<file path="config.mk">
export PLATFORM = sky130hd
export DESIGN_NAME = vip_ycbcr422_ycbcr444
export DESIGN_NICKNAME = d
export VERILOG_FILES = /design/src/rtl/vip_ycbcr422_ycbcr444.sv
export SDC_FILE = /design/constraint.sdc
export NUM_CORES = 1
export LEC_CHECK = 0
export ABC_AREA = 1
export BUFFER_PORTS_ARGS = -buffer_cell sky130_fd_sc_hd__buf_4
export CAP_MARGIN = 0
export CORE_MARGIN = 2
export CORE_UTILIZATION = 48
export CTS_BUF_LIST = sky130_fd_sc_hd__clkbuf_4 sky130_fd_sc_hd__clkbuf_8 sky130_fd_sc_hd__clkbuf_16
export CTS_CLUSTER_DIAMETER = 150
export DETAILED_ROUTE_END_ITERATION = 8
export PLACE_DENSITY = 0.81
export SYNTH_ARGS = -nofsm -noshare
export SYNTH_HDL_FRONTEND = slang
export SYNTH_SLANG_ARGS = --single-unit
</file>
<file path="constraint.sdc">
create_clock -name clk -period 1.1 [get_ports clk]
set_input_delay 0.11 -clock clk [delete_from_list [all_inputs] [get_ports clk]]
set_output_delay 0.11 -clock clk [all_outputs]
set_load 0.005 [all_outputs]
</file>
<file path="src/rtl/vip_ycbcr422_ycbcr444.sv">
// YCbCr 4:2:2 to 4:4:4 upsampler: holds one pixel so each output carries its own Cb/Cr pair,
// flushes the held pixel after href falls, and delays vsync/href by two clocks to frame the result.
module vip_ycbcr422_ycbcr444 (
    input  logic        clk,
    input  logic        rst_n,
    input  logic        per_frame_vsync,
    input  logic        per_frame_href,
    input  logic        per_frame_clken,
    input  logic [15:0] per_img_data,
    output logic        post_frame_vsync,
    output logic        post_frame_href,
    output logic        post_frame_clken,
    output logic [23:0] post_img_data
);

    localparam logic [7:0] C_MID = 8'd128;

    logic [7:0]  y_in_s;
    logic [7:0]  c_in_s;
    logic        beat_s;
    logic        line_start_s;
    logic        held_s;
    logic        flush_s;

    logic        href_prev_q;
    logic        phase_q,      phase_d;
    logic [7:0]  y_hold_q,     y_hold_d;
    logic [7:0]  cb_new_q,     cb_new_d;
    logic [7:0]  cb_pair_q,    cb_pair_d;
    logic [7:0]  cr_pair_q,    cr_pair_d;
    logic        hold_valid_q, hold_valid_d;
    logic [1:0]  vsync_dly_q;
    logic [1:0]  href_dly_q;
    logic        out_clken_q,  out_clken_d;
    logic [23:0] out_data_q,   out_data_d;

    // Input decode and line-edge detection.
    always_comb begin
        y_in_s       = per_img_data[15:8];
        c_in_s       = per_img_data[7:0];
        beat_s       = per_frame_clken & per_frame_href;
        line_start_s = per_frame_href & ~href_prev_q;
        // A pixel still held at a line start belongs to the old line and is dropped.
        held_s       = hold_valid_q & ~line_start_s;
        flush_s      = ~per_frame_href & href_prev_q & hold_valid_q;
    end

    // Next-state and output pixel selection.
    always_comb begin
        phase_d      = phase_q;
        y_hold_d     = y_hold_q;
        cb_new_d     = cb_new_q;
        cb_pair_d    = cb_pair_q;
        cr_pair_d    = cr_pair_q;
        hold_valid_d = hold_valid_q;
        out_clken_d  = 1'b0;
        out_data_d   = 24'd0;

        if (per_frame_href) begin
            if (line_start_s) begin
                hold_valid_d = 1'b0;
            end else begin
                hold_valid_d = hold_valid_q;
            end

            if (beat_s) begin
                phase_d = ~phase_q;
                if (!phase_q) begin
                    if (held_s) begin
                        out_clken_d = 1'b1;
                        out_data_d  = {y_hold_q, cb_pair_q, cr_pair_q};
                    end else begin
                        out_clken_d = 1'b0;
                        out_data_d  = 24'd0;
                    end
                    y_hold_d     = y_in_s;
                    cb_new_d     = c_in_s;
                    hold_valid_d = 1'b1;
                end else begin
                    out_clken_d  = 1'b1;
                    out_data_d   = {y_hold_q, cb_new_q, c_in_s};
                    cb_pair_d    = cb_new_q;
                    cr_pair_d    = c_in_s;
                    y_hold_d     = y_in_s;
                    hold_valid_d = 1'b1;
                end
            end else begin
                phase_d = phase_q;
            end
        end else begin
            // Between lines: restart the phase and return the chroma pair to neutral.
            phase_d      = 1'b0;
            cb_pair_d    = C_MID;
            cr_pair_d    = C_MID;
            hold_valid_d = 1'b0;
            if (flush_s) begin
                out_clken_d = 1'b1;
                // phase_q=1 here means the line had an odd number of beats.
                if (phase_q) begin
                    out_data_d = {y_hold_q, cb_new_q, cr_pair_q};
                end else begin
                    out_data_d = {y_hold_q, cb_pair_q, cr_pair_q};
                end
            end else begin
                out_clken_d = 1'b0;
                out_data_d  = 24'd0;
            end
        end
    end

    // Datapath state registers.
    always_ff @(posedge clk or negedge rst_n) begin
        if (!rst_n) begin
            href_prev_q  <= 1'b0;
            phase_q      <= 1'b0;
            y_hold_q     <= 8'd0;
            cb_new_q     <= 8'd0;
            cb_pair_q    <= C_MID;
            cr_pair_q    <= C_MID;
            hold_valid_q <= 1'b0;
        end else begin
            href_prev_q  <= per_frame_href;
            phase_q      <= phase_d;
            y_hold_q     <= y_hold_d;
            cb_new_q     <= cb_new_d;
            cb_pair_q    <= cb_pair_d;
            cr_pair_q    <= cr_pair_d;
            hold_valid_q <= hold_valid_d;
        end
    end

    // Two-stage sync delay and registered pixel output.
    always_ff @(posedge clk or negedge rst_n) begin
        if (!rst_n) begin
            vsync_dly_q <= 2'b00;
            href_dly_q  <= 2'b00;
            out_clken_q <= 1'b0;
            out_data_q  <= 24'd0;
        end else begin
            vsync_dly_q <= {vsync_dly_q[0], per_frame_vsync};
            href_dly_q  <= {href_dly_q[0], per_frame_href};
            out_clken_q <= out_clken_d;
            out_data_q  <= out_data_d;
        end
    end

    assign post_frame_vsync = vsync_dly_q[1];
    assign post_frame_href  = href_dly_q[1];
    assign post_frame_clken = out_clken_q;
    assign post_img_data    = out_data_q;

endmodule

</file>
; Yosys cells after proc, flatten, opt, wreduce, memory -nomap -nowiden
; Index checks and enable logic that the tools add are counted.
[word_totals]
register_bits = 64
latch_bits = 0
ramBits = 0
mem_bits_ro = 0
inputBits = 21
out_inout_bits = 27
wordCells = 48
memories = 0
[op_classes]
addsub = 0
mul = 0
n_div = 0
n_lt_le_gt_ge = 0
n_eq_ne = 3
shifts = 0
muxes = 22
bitwise = 9
reduce_logical = 3
[op_table]
columns = operator, n
row1 = 24-bit 2-to-1 mux, 5
row2 = 8-bit 2-to-1 mux, 6
row3 = 16-bit 2-to-1 mux, 1
row4 = 1-bit 2-to-1 mux, 10
row5 = 1-bit bitwise AND, 5
row6 = 2-bit by 1-bit inequality test with 1-bit output (second input constant), 2
row7 = 1-bit inverter, 4
row8 = 2-bit AND reduction, 2
row9 = 3-bit by 1-bit inequality test with 1-bit output (second input constant), 1
row10 = 3-bit AND reduction, 1

; Depth between registers and ports, before layout
; Gate-level depths: netlist (run 1).
[logic_depth]
depth_word = 8
mapped_depth = 7
mapped_depth_nobuf = 5

; Worst setup path before layout (run 1)
; OpenSTA, ideal clock, no wires.
[synth_timing]
path_kind = register to register
startpoint = register phase_q
endpoint = register cb_pair_q[4]
setup_time_ns = 0.083
arrival_ns = 1.032
required_ns = 1.017
slack_ns = -0.015
path_stages_with_launch = 6
path_buffers = 2
period_less_slack_ns = 1.115
cell_sequence = dfrtp_1 > buf_4 > nand2_1 > buf_2 > nand3_1 > o21ai_0
[synth_via]
elab_chain_cells = 2
[synth_rtl]
columns = item, line_no
row1 = "start, declared", 26  ; logic phase_q, phase_d;
row2 = "start signal, assigned", 123  ; phase_q <= phase_d;
row3 = 2-bit by 1-bit inequality test with 1-bit output (no line), -
row4 = 2-bit AND reduction (no line), -
row5 = "end signal, assigned", 126  ; cb_pair_q <= cb_pair_d;
row6 = "end, declared", 29  ; logic [7:0] cb_pair_q, cb_pair_d;
; No other way between the ends.
; A chain may end at the register's enable or synchronous reset.

; Final worst setup path (run 1)
[layout_timing]
startpoint = register phase_q
endpoint = register out_data_q[14], in the netlist post_img_data[14]
[layout_via]
elab_chain_cells = 3
elab_cells_between_ends = 5
cone_classes = mux: 5
[layout_rtl]
columns = item, line_no
row1 = 16-bit 2-to-1 mux / 24-bit 2-to-1 mux (equally long branches), "99, 68"
row2 = 24-bit 2-to-1 mux (on tied branches), "96, 66"
row3 = 24-bit 2-to-1 mux (*), 59  ; if (per_frame_href) begin
row4 = via out_data_d[14], 35  ; logic [23:0] out_data_q, out_data_d;
row5 = "end signal, assigned", 143  ; out_data_q <= out_data_d;
row6 = "end, declared", 35
; The timed path passes the listed nets; every way through them passes the cells marked *.

==> summary.md, run 1 <==
| Metric | Value |
|---|---|
| Flop pwr share | a little over half |
| Multi-input gate area | ~640 µm² |
| Initial antenna violation count | 0 |
| Pre-CTS setup slack | -0.0586 ns |
| Unique masters post-synth | 15 |
| Die area | approximately 0.0054 mm² |
| Slew @ Worst Pin | slightly above 0.4 ns |
| Share of post-route cells with drive strength above 1 | 28.4% |
| Post-Syn Area | 0.00233 mm² |
| Simple logic cell fraction of the synthesized area | 19.3% |
| Post-synthesis xor/xnor area fraction | 0% |
| Synth-to-layout area growth | 32.3% |
| Vias | 1,718 |
| Final WL | 4.48 mm |
| CP Capture Type | register |
| Fin worst setup slack | 0.0384 ns |
| Initial Util | between 40% and 50% |
| Switching pwr | 1.12 mW |
| Post-Synth Adder-Cell Area | 0% |
| Syn avg cell area | 10.1 µm² |
| Synth Area in Compound Gates | 7.07% |
| Gpl congestion | about 0.76 |
| Clock power frac | 33.8% |
| Fillers | 382 |
| Ant diodes | 0 |
| Req. time, crit path | 1.31 ns |
| Crit Path Max Fanout | 17 |
| Num CTS Buffers | 9 |
| Final setup fails | 0 |
| Largest net degree at the start of global routing | 20 |
| Congestion Overflow GR | 0 |
| Seq/Total Area, Yosys | 67.6% |
| Top cells by area, synth | dfrtp_1, nand2_1, o21ai_0 |
| Largest family of logic cells by synthesized area | simple AND/OR/NAND/NOR gates |
| Comb power frac | 12.2% |
| Die Y | between 70 and 80 µm |
| Clock transition at the registers of the reported paths | 0.06 ns |
| Root Driver | clkbuf_8 |
| P_leak | 1.63 nW |
| F_max | 942 MHz |
| Routed len/inst | between 10 and 15 µm |
| Vias in the first global route | ~1,700 |
| Register area | 0.00158 mm² |
| Vias per Instance | 4.81 |
| Post-synth top area share | 65.4% |
| Synth Instances | ~230 |
| Fin util | 65.8% |
| WS Path Type | reg2reg |
| Std cell rows | 25 |
| Worst Skew | 0.00510 ns |
| Mux cell area share after synthesis | 0% |
| Clock Latency Late Sink | between 0.3 and 0.4 ns |
| Slew margin rel. | a little over 70% |
| Hold crit path type | in2reg |
| Minimum clock period | 1.06 ns |
| H-tree levels | 3 |
| Global Route Usage Sum | between 10% and 20% |
| Pre-antenna DRT Iters | 4 |
| RSZ-0062 raised after global routing | yes |
| Clock buffer depth | 2 |
| YS warnings | 0 |
| Fin. max-slew vios | 0 |
| Final hold viol count | 0 |
| Seq cells post-synth | 63 |
| DRC | 0 |
| Synth Net Count | between 200 and 300 |
| Detailed-placement wirelength estimate | 3.20 mm |
| Core ar. | 0.00469 mm² |
| Maximum VDD drop | 0.857 mV |
| Net Sw Frac | between 20% and 30% |
| Cell Pwr Density | 1530 mW/mm² |
| CTS tree | built |
| Clk sink count | 63 |
| Worst Setup Start Kind | register |
| Area leader, netlist | dfrtp_1 |
| Internal power | about 3.6 mW |
| Outcome | finished clean |
| Post-DRT Antenna Nets | 0 |
| DIE WIDTH | 73.7 µm |
| Tcrit/Tclk final | 96.5% |
| Tot Pwr | 4.72 mW |
| Number of max-cap violations | 0 |
| CP arrival | 1.27 ns |
| PortBufs | 47 |
| First-pass GRT wire length | 7.48 mm |
| Iteration-0 DRC Markers | roughly 110 |
| Num ports | 48 |
| Nets | 322 |
cell usage after synthesis (all sizes together):
cell	number
a21oi	1
buf	7
clkbuf	1
clkinv	1
dfrtp	61
dfstp	2
inv	21
nand2	54
nand3	27
nor2	25
o21ai	32
critical path, stage by stage (launching register included):
cell and delay (ns):
dfrtp_2 0.44, nand3_4 0.11, nand2_2 0.07, nor2_4 0.12, buf_12 0.15, nor2_1 0.05
what timing repair did:
item	in CTS	in global routing
pin swaps	1	2
setup endpoints to repair	24	39
hold buffers	7	0
hold endpoints to repair	69	0
gates resized for setup	1	10
setup buffers	1	0
through the flow:
stage	setup TNS (ns)	instances	hold slack (ns)	instance area (µm²)
CTS	0	357	0.000107	3060
finish	0	357	0.00743	3090
detailed placement	-0.638	336	-0.00224	2820
global route	-0.0146	357	0.0103	3090
floorplan	-0.000161	232	-0.186	2350
global placement	0	336	0.000842	2820
layer usage:
| layer | part of all wire, % | routed length (µm) | track usage, % |
|---|---|---|---|
| met4 | 2.1 | 94 | 8.48 |
| met5 | 0 | 0 | 0 |
| met3 | 6.0 | 268 | 4.94 |
| met1 | 45 | 2030 | 23.1 |
| met2 | 47 | 2090 | 30.3 |
area by class of cell:
cell class	count	area share, %
multi-input combinational	139	20.9
timing repair buffer	66	18.1
sequential	63	51.2
tap	54	2.19
inverter	22	2.71
clock inverter	2	0.324
clock buffer	11	4.70
power groups by stage:
| stage | Sequential (mW) | Clock [mW] | Combinational (mW) |
|---|---|---|---|
| detailed placement | 2.59 | 0 | 0.538 |
| finish | 2.55 | 1.59 | 0.575 |
| global placement | 2.58 | 0 | 0.525 |
| CTS | 2.55 | 1.65 | 0.571 |
| global route | 2.56 | 1.77 | 0.650 |
| floorplan | 2.58 | 0 | 0.262 |
cell families after synthesis:
kind of cell,count (synthesis)
simple gates,106
buf+inv,30
flops,63
compound gates,33
worst paths after layout:
kind                                               end  slack (ns)  cells past startpoint                startpoint
min                            y_hold_q[5]$_DFFE_PN0N_       0.007                      3          per_img_data[13]
max in group asynchronous     cb_pair_q[1]$_DFFE_PN0P_        0.46                      3                     rst_n
min reg2reg                   vsync_dly_q[1]$_DFF_PN0_        0.35                      0  vsync_dly_q[0]$_DFF_PN0_
max reg2reg                post_img_data[14]$_DFF_PN0_        0.04                      5       phase_q$_DFFE_PN0P_
min in group asynchronous     vsync_dly_q[1]$_DFF_PN0_        0.21                      2                     rst_n
max                        post_img_data[14]$_DFF_PN0_        0.04                      5       phase_q$_DFFE_PN0P_
state kept, by name, indices dropped and copies added, names as in the netlist:
signal	count
cb_pair_q	8
vsync_dly_q	2
cr_pair_q	8
y_hold_q	8
cb_new_q	8
phase_q	1
hold_valid_q	1
post_frame_clken	1
href_dly_q	2
post_img_data	24
layout by cell type (no fill, tap or decap), drive strengths merged:
cell         count
clkinv           3
nand3           27
dlygate4sd3      7
dfrtp           61
nand2           54
nor2            25
a21oi            1
buf             59
clkbuf          11
inv             21
dfstp            2
o21ai           32
Note: power is estimated with default switching activity, not from simulation.
==> run 2, diff against run 1 <==
- ABC_AREA: 1 -> not set
==> run 2 against run 1 <==
The run now ends with negative setup slack left. Largest cell class unchanged. Utilization increased by 3.7 points. Critical path type unchanged. Synthesized cell count decreased by 34%. Maximum frequency decreased by 15%.
==> summary.md, run 2 <==
| Metric | Value |
|---|---|
| PortBufs | 47 |
| Clock buffer depth | 2 |
| Vias per Instance | 5.15 |
| Most frequent cell after synthesis | dfrtp_1 |
| Flop pwr share | 47.0% |
| CTS tree | built |
| Post-synth top area share | 66.1% |
| Crit Path Max Fanout | 8 |
| DIE WIDTH | 73.4 µm |
| Largest register FFs | 24 |
| Vias in the first global route | around 1,500 |
| Minimum clock period | 1.25 ns |
| Unique masters post-synth | 24 |
| EDFF count, synth | 0 |
| Initial Util | 49.2% |
| Std cell rows | 25 |
| Synth Instances | approximately 150 |
| Commonest non-fill, non-tap cell in the layout | dfrtp_1 |
| Final setup fails | 46 |
| Seq cells post-synth | 63 |
| Fin util | 69.5% |
| Syn avg cell area | 15.2 µm² |
| F_max | 802 MHz |
| Req. time, crit path | about 1.4 ns |
| CP arrival | between 1.5 and 2 ns |
| Number of max-cap violations | 0 |
| P_leak | between 1.5 and 2 nW |
| Outcome | finished with violations |
| Slew @ Worst Pin | 0.285 ns |
| Root Driver | clkbuf_8 |
| Final WL | 4.47 mm |
| Share of post-route cells with drive strength above 1 | 51.3% |
| DP Area | roughly 0.0028 mm² |
| Pre-antenna DRT Iters | 4 |
| Final hold viol count | 0 |
| Nets | roughly 250 |
| Ant diodes | 0 |
| Placed Cells | 259 |
| Fin worst setup slack | -0.146 ns |
| Slew margin rel. | between 80% and 90% |
| First-pass GRT wire length | 7.05 mm |
| Hold Crit Start | per_img_data[2] |
| Num CTS Buffers | 9 |
| Tcrit/Tclk final | 113% |
| Num ports | 48 |
| Worst Skew | 0.00687 ns |
| Launching point of the worst reg2reg path | phase_q$_DFFE_PN0P_ |
| Routed len/inst | 15.6 µm |
| Switching pwr | approximately 1.2 mW |
| Congestion Overflow GR | 0 |
| Top cells by area, synth | dfrtp_1, a22o_1, mux2_4 |
| R2R setup slack | -0.15 ns |
| Commonest non-fill, non-tap cells in the layout | dfrtp_1, buf_4, a22o_1 |
| WS Path Type | reg2reg |
| Post-synth top flop | dfrtp_1 |
| Internal power | 4.33 mW |
| Comb power frac | a little under an eighth |
| Fillers | ~320 |
| Tot Pwr | 5.54 mW |
| YS warnings | 0 |
| Die area | ~0.0054 mm² |
| Fin Setup TNS | -4.87 ns |
| Largest net degree at the start of global routing | 44 |
| Clock Latency Late Sink | between 0.3 and 0.4 ns |
| RSZ-0062 raised after global routing | yes |
| Post-DRT Antenna Nets | 0 |
| Design area | 0.00326 mm² |
| Synth async-reset ratio | 100% |
| Hold crit path type | in2reg |
| Synth cell count leaders | dfrtp_1, a22o_1 |
| Detailed-placement wirelength estimate | 2.91 mm |
| Worst setup path startpoint | phase_q$_DFFE_PN0P_ |
| Iteration-0 DRC Markers | between 100 and 150 |
| Synth Net Count | 173 |
| Initial antenna violation count | 0 |
| CP Capture Type | register |
| Clock transition at the registers of the reported paths | 0.07 ns |
| Vias | 1,473 |
| Clk sink count | 63 |
| Area leader, netlist | dfrtp_1 |
| Gpl congestion | 0.818 |
| Net Sw Frac | around 22% |
| Core ar. | 0.00469 mm² |
| DRC | 0 |
| Final Non-Filler Cells | 286 |
| Seq/Total Area, Yosys | about two thirds |
| Synth-to-layout area growth | 41.4% |
| Die Y | approximately 73 µm |
| Maximum VDD drop | 1.05 mV |
| Cell Pwr Density | ~1700 mW/mm² |
| H-tree levels | 3 |
| Clock power frac | about two fifths |
| Failing checks | negative setup slack |
| Global Route Usage Sum | 18.4% |
| Fin. max-slew vios | 0 |
| Worst Setup Start Kind | register |
| Post-Syn Area | 0.00231 mm² |
## run 2: changes by cell type after synthesis, moves of 15 or more
cell     change
o21ai_0     -32
nand2_1     -49
a22o_1      +23
nand3_1     -25
nor2_1      -15
inv_1       -20
## run 2: area by class of cell
type	instances	area [µm²]	share of cell area (%)
Multi-Input combinational cell	79	772	23.7
Clock inverter	3	65.1	1.99
Tap cell	54	67.6	2.07
Inverter	2	12.5	0.383
Sequential cell	63	1580	48.4
Clock buffer	13	166	5.10
Timing Repair Buffer	72	599	18.4
## run 2: final timing paths
path / endpoint / depth (start not counted)
min: post_img_data[2]$_DFF_PN0_ / 2
min in group asynchronous: post_img_data[9]$_DFF_PN0_ / 2
max in group asynchronous: post_img_data[22]$_DFF_PN0_ / 3
min reg2reg: vsync_dly_q[1]$_DFF_PN0_ / 0
max reg2reg: post_img_data[6]$_DFF_PN0_ / 3
max: post_img_data[6]$_DFF_PN0_ / 3
## run 2: worst max-delay path, cell delays in order, from the launching register on
cell and delay, ns:
dfrtp_2 0.43, or2b_1 0.28, a21oi_4 0.29, a22o_1 0.17
## run 2: per-layer routing
metal / track usage (%) / share of wire [%]
met5: 0 / 0
met3: 9.33 / 8.0
met4: 7.27 / 0.96
met2: 27.9 / 49
met1: 22.6 / 42
## run 2: what timing repair did
action | CTS | global route
endpoints found under the setup margin | 46 | 47
resized for setup | 17 | 15
hold buffers | 9 | 0
hold endpoints to repair | 71 | 0
gates cloned | 0 | 0
setup buffers | 2 | 1
pin swaps | 10 | 11
## run 2: power by group through the flow
| stage | Combinational [mW] | Clock (mW) | Sequential [mW] |
|---|---|---|---|
| after floorplan | 0.293 | 0 | 2.61 |
| after global placement | 0.547 | 0 | 2.63 |
| after detailed placement | 0.568 | 0 | 2.64 |
| after CTS | 0.627 | 2.33 | 2.60 |
| after global routing | 0.717 | 2.42 | 2.62 |
| final | 0.661 | 2.27 | 2.60 |
## run 2: stage by stage
stage,worst slack (ns),hold slack (ns)
finish,-0.146,0.0215
global route,-0.189,0.00919
CTS,-0.139,0.00000513
detailed placement,-0.160,0.0100
global placement,-0.111,0.00470
floorplan,-0.0586,-0.186
## run 2: cell families (layout without fill, tap and decap cells)
family	after synthesis	count (layout)	synth area share [%]
compound gates	28	28	10.5
buf+inv	10	90	2.38
mux	24	24	12.6
simple gates	27	27	6.13
flops	63	63	68.4
==> run 3, diff against run 2 <==
- SLEW_MARGIN: not set -> 20
- TNS_END_PERCENT: not set -> 1
- clock period: 1.1 -> 1.06 ns (I/O delays scaled with it)
==> run 3 against run 2 <==
The flow still finishes with violations (negative setup slack). Combinational power down 6.8%. Worst hold slack worse by 0.0065 ns. Die area unchanged. Critical path type unchanged. Sequential cell count unchanged. Non-clock buffer count up 1. Utilization down 1.2 points.
==> summary.md, run 3 (synthesis results as in run 2) <==
| Metric | Value |
|---|---|
| RSZ-0062 raised after global routing | yes |
| DP Area | between 0.002 and 0.003 mm² |
| F_max | 831 MHz |
| Vias in the first global route | 1,378 |
| P_leak | 1.61 nW |
| Fin Setup TNS | -3.88 ns |
| Maximum VDD drop | 1.23 mV |
| Commonest non-fill, non-tap cell in the layout | dfrtp_1 |
| Failing checks | negative setup slack |
| Vias per Instance | 5.19 |
| Nets | 249 |
| Outcome | finished with violations |
| DRC | 0 |
| H-tree levels | 3 |
| Final setup fails | 45 |
| Root Driver | clkbuf_8 |
| Iteration-0 DRC Markers | 122 |
| Design area | approximately 0.0032 mm² |
| R2R setup slack | -0.14 ns |
| Fin. max-slew vios | 0 |
| Clock transition at the registers of the reported paths | 0.06 ns |
| Die area | around 0.0054 mm² |
| Reg2Reg Depth | 4 |
| Clock buffer depth | 2 |
| Congestion Overflow GR | 0 |
| Worst hold slack | 0.0150 ns |
| Initial antenna violation count | 0 |
| Hold crit path type | in2reg |
| Core ar. | around 0.0047 mm² |
| Vias | 1,485 |
| Slew @ Worst Pin | 0.308 ns |
| DIE WIDTH | 73.4 µm |
| Post-DRT Antenna Nets | 0 |
| Pre-antenna DRT Iters | 4 |
| Commonest non-fill, non-tap cells in the layout | dfrtp_1, buf_4, a22o_1 |
| CP arrival | 1.48 ns |
| Fin worst setup slack | -0.143 ns |
| WS Path Type | reg2reg |
| Clock Latency Late Sink | about 0.34 ns |
| Routed len/inst | about 15 µm |
| Fillers | 322 |
| Worst Setup Start Kind | register |
| Fin util | 68.3% |
| Clk sink count | 63 |
| Final hold viol count | 0 |
| Die Y | around 73 µm |
| Initial Util | between 40% and 50% |
| Tot Pwr | between 5 and 6 mW |
| Tcrit/Tclk final | 113% |
| First-pass GRT wire length | just under 7 mm |
| WHS Path Cells | 2 |
| Worst Skew | 0.00541 ns |
| CTS tree | built |
| Num CTS Buffers | 9 |
| Slew margin rel. | 79.5% |
| Ant diodes | 0 |
| Crit Path Max Fanout | 7 |
| Std cell rows | 25 |
| Largest register FFs | 24 |
| Cell Pwr Density | ~1800 mW/mm² |
| PortBufs | 47 |
| Synth-to-layout area growth | 38.9% |
| Req. time, crit path | 1.33 ns |
| Share of post-route cells with drive strength above 1 | a little under half |
| Minimum clock period | approximately 1.2 ns |
| Gpl congestion | approximately 0.8 |
| CP Capture Type | register |
| Num ports | 48 |
| Largest net degree at the start of global routing | 41 |
| Final WL | 4.19 mm |
| Number of max-cap violations | 0 |
| Global Route Usage Sum | 17.7% |
| Detailed-placement wirelength estimate | between 2 and 3 mm |
## run 3: cell count changes in the layout (fill, tap and decap cells not counted), moves of 5 or more
cell / previous run / this run
and2_1: 4 / 9
nor2_4: 7 / 0
and2_4: 5 / 0
nor2_1: 0 / 5
## run 3: timing repair
action                     CTS  global route
setup buffers                0             1
hold endpoints to repair    72             0
resized for setup            8             2
setup endpoints to repair   45            46
hold buffers                10             0
gates cloned                 0             0
pin swaps                    9             1
## run 3: per-layer routing
layer  global-route usage (%)  vias up  routed length (µm)
li1                         -      689                   -
met1                     23.6      730                1860
met2                     24.7       58                1930
met3                     8.64        8                 321
met4                     7.27        0                  70
met5                        0        -                   0
## run 3: layout make-up
class / count / area (µm²) / area share (%)
sequential: 63 / 1580 / 49.3
multi-input combinational: 79 / 693 / 21.6
timing repair buffer: 73 / 606 / 18.9
clock buffer: 12 / 159 / 4.96
clock inverter: 3 / 90.1 / 2.81
tap: 54 / 67.6 / 2.11
inverter: 2 / 10.0 / 0.312
## run 3: where the power goes
part / internal (mW) / switching [mW] / total [mW] / leakage, nW
Sequential: 2.59 / 0.103 / 2.69 / 0.815
Clock: 1.70 / 0.848 / 2.55 / 0.126
Combinational: 0.375 / 0.241 / 0.616 / 0.665
Total: 4.67 / 1.19 / 5.86 / 1.61
## run 3: metrics by stage
step | cells | worst slack (ns)
CTS | 285 | -0.151
finish | 286 | -0.143
global placement | 260 | -0.241
floorplan | 152 | -0.0988
detailed placement | 260 | -0.261
global route | 286 | -0.221
## run 3: worst paths after layout
kind                                                    to                     start
min in group asynchronous       post_img_data[8]$_DFF_PN0_                     rst_n
worst min register to register    vsync_dly_q[1]$_DFF_PN0_  vsync_dly_q[0]$_DFF_PN0_
max in group asynchronous       post_frame_clken$_DFF_PN0_                     rst_n
worst max register to register  post_img_data[7]$_DFF_PN0_       phase_q$_DFFE_PN0P_
worst min-delay path            post_img_data[2]$_DFF_PN0_           per_img_data[2]
worst max-delay path            post_img_data[7]$_DFF_PN0_       phase_q$_DFFE_PN0P_
## run 3: worst max-delay path, cell delays in order (launching register included)
cell,delay [ns]
dfrtp_2,0.44
or2b_1,0.26
a21oi_2,0.17
buf_4,0.16
a22o_1,0.11
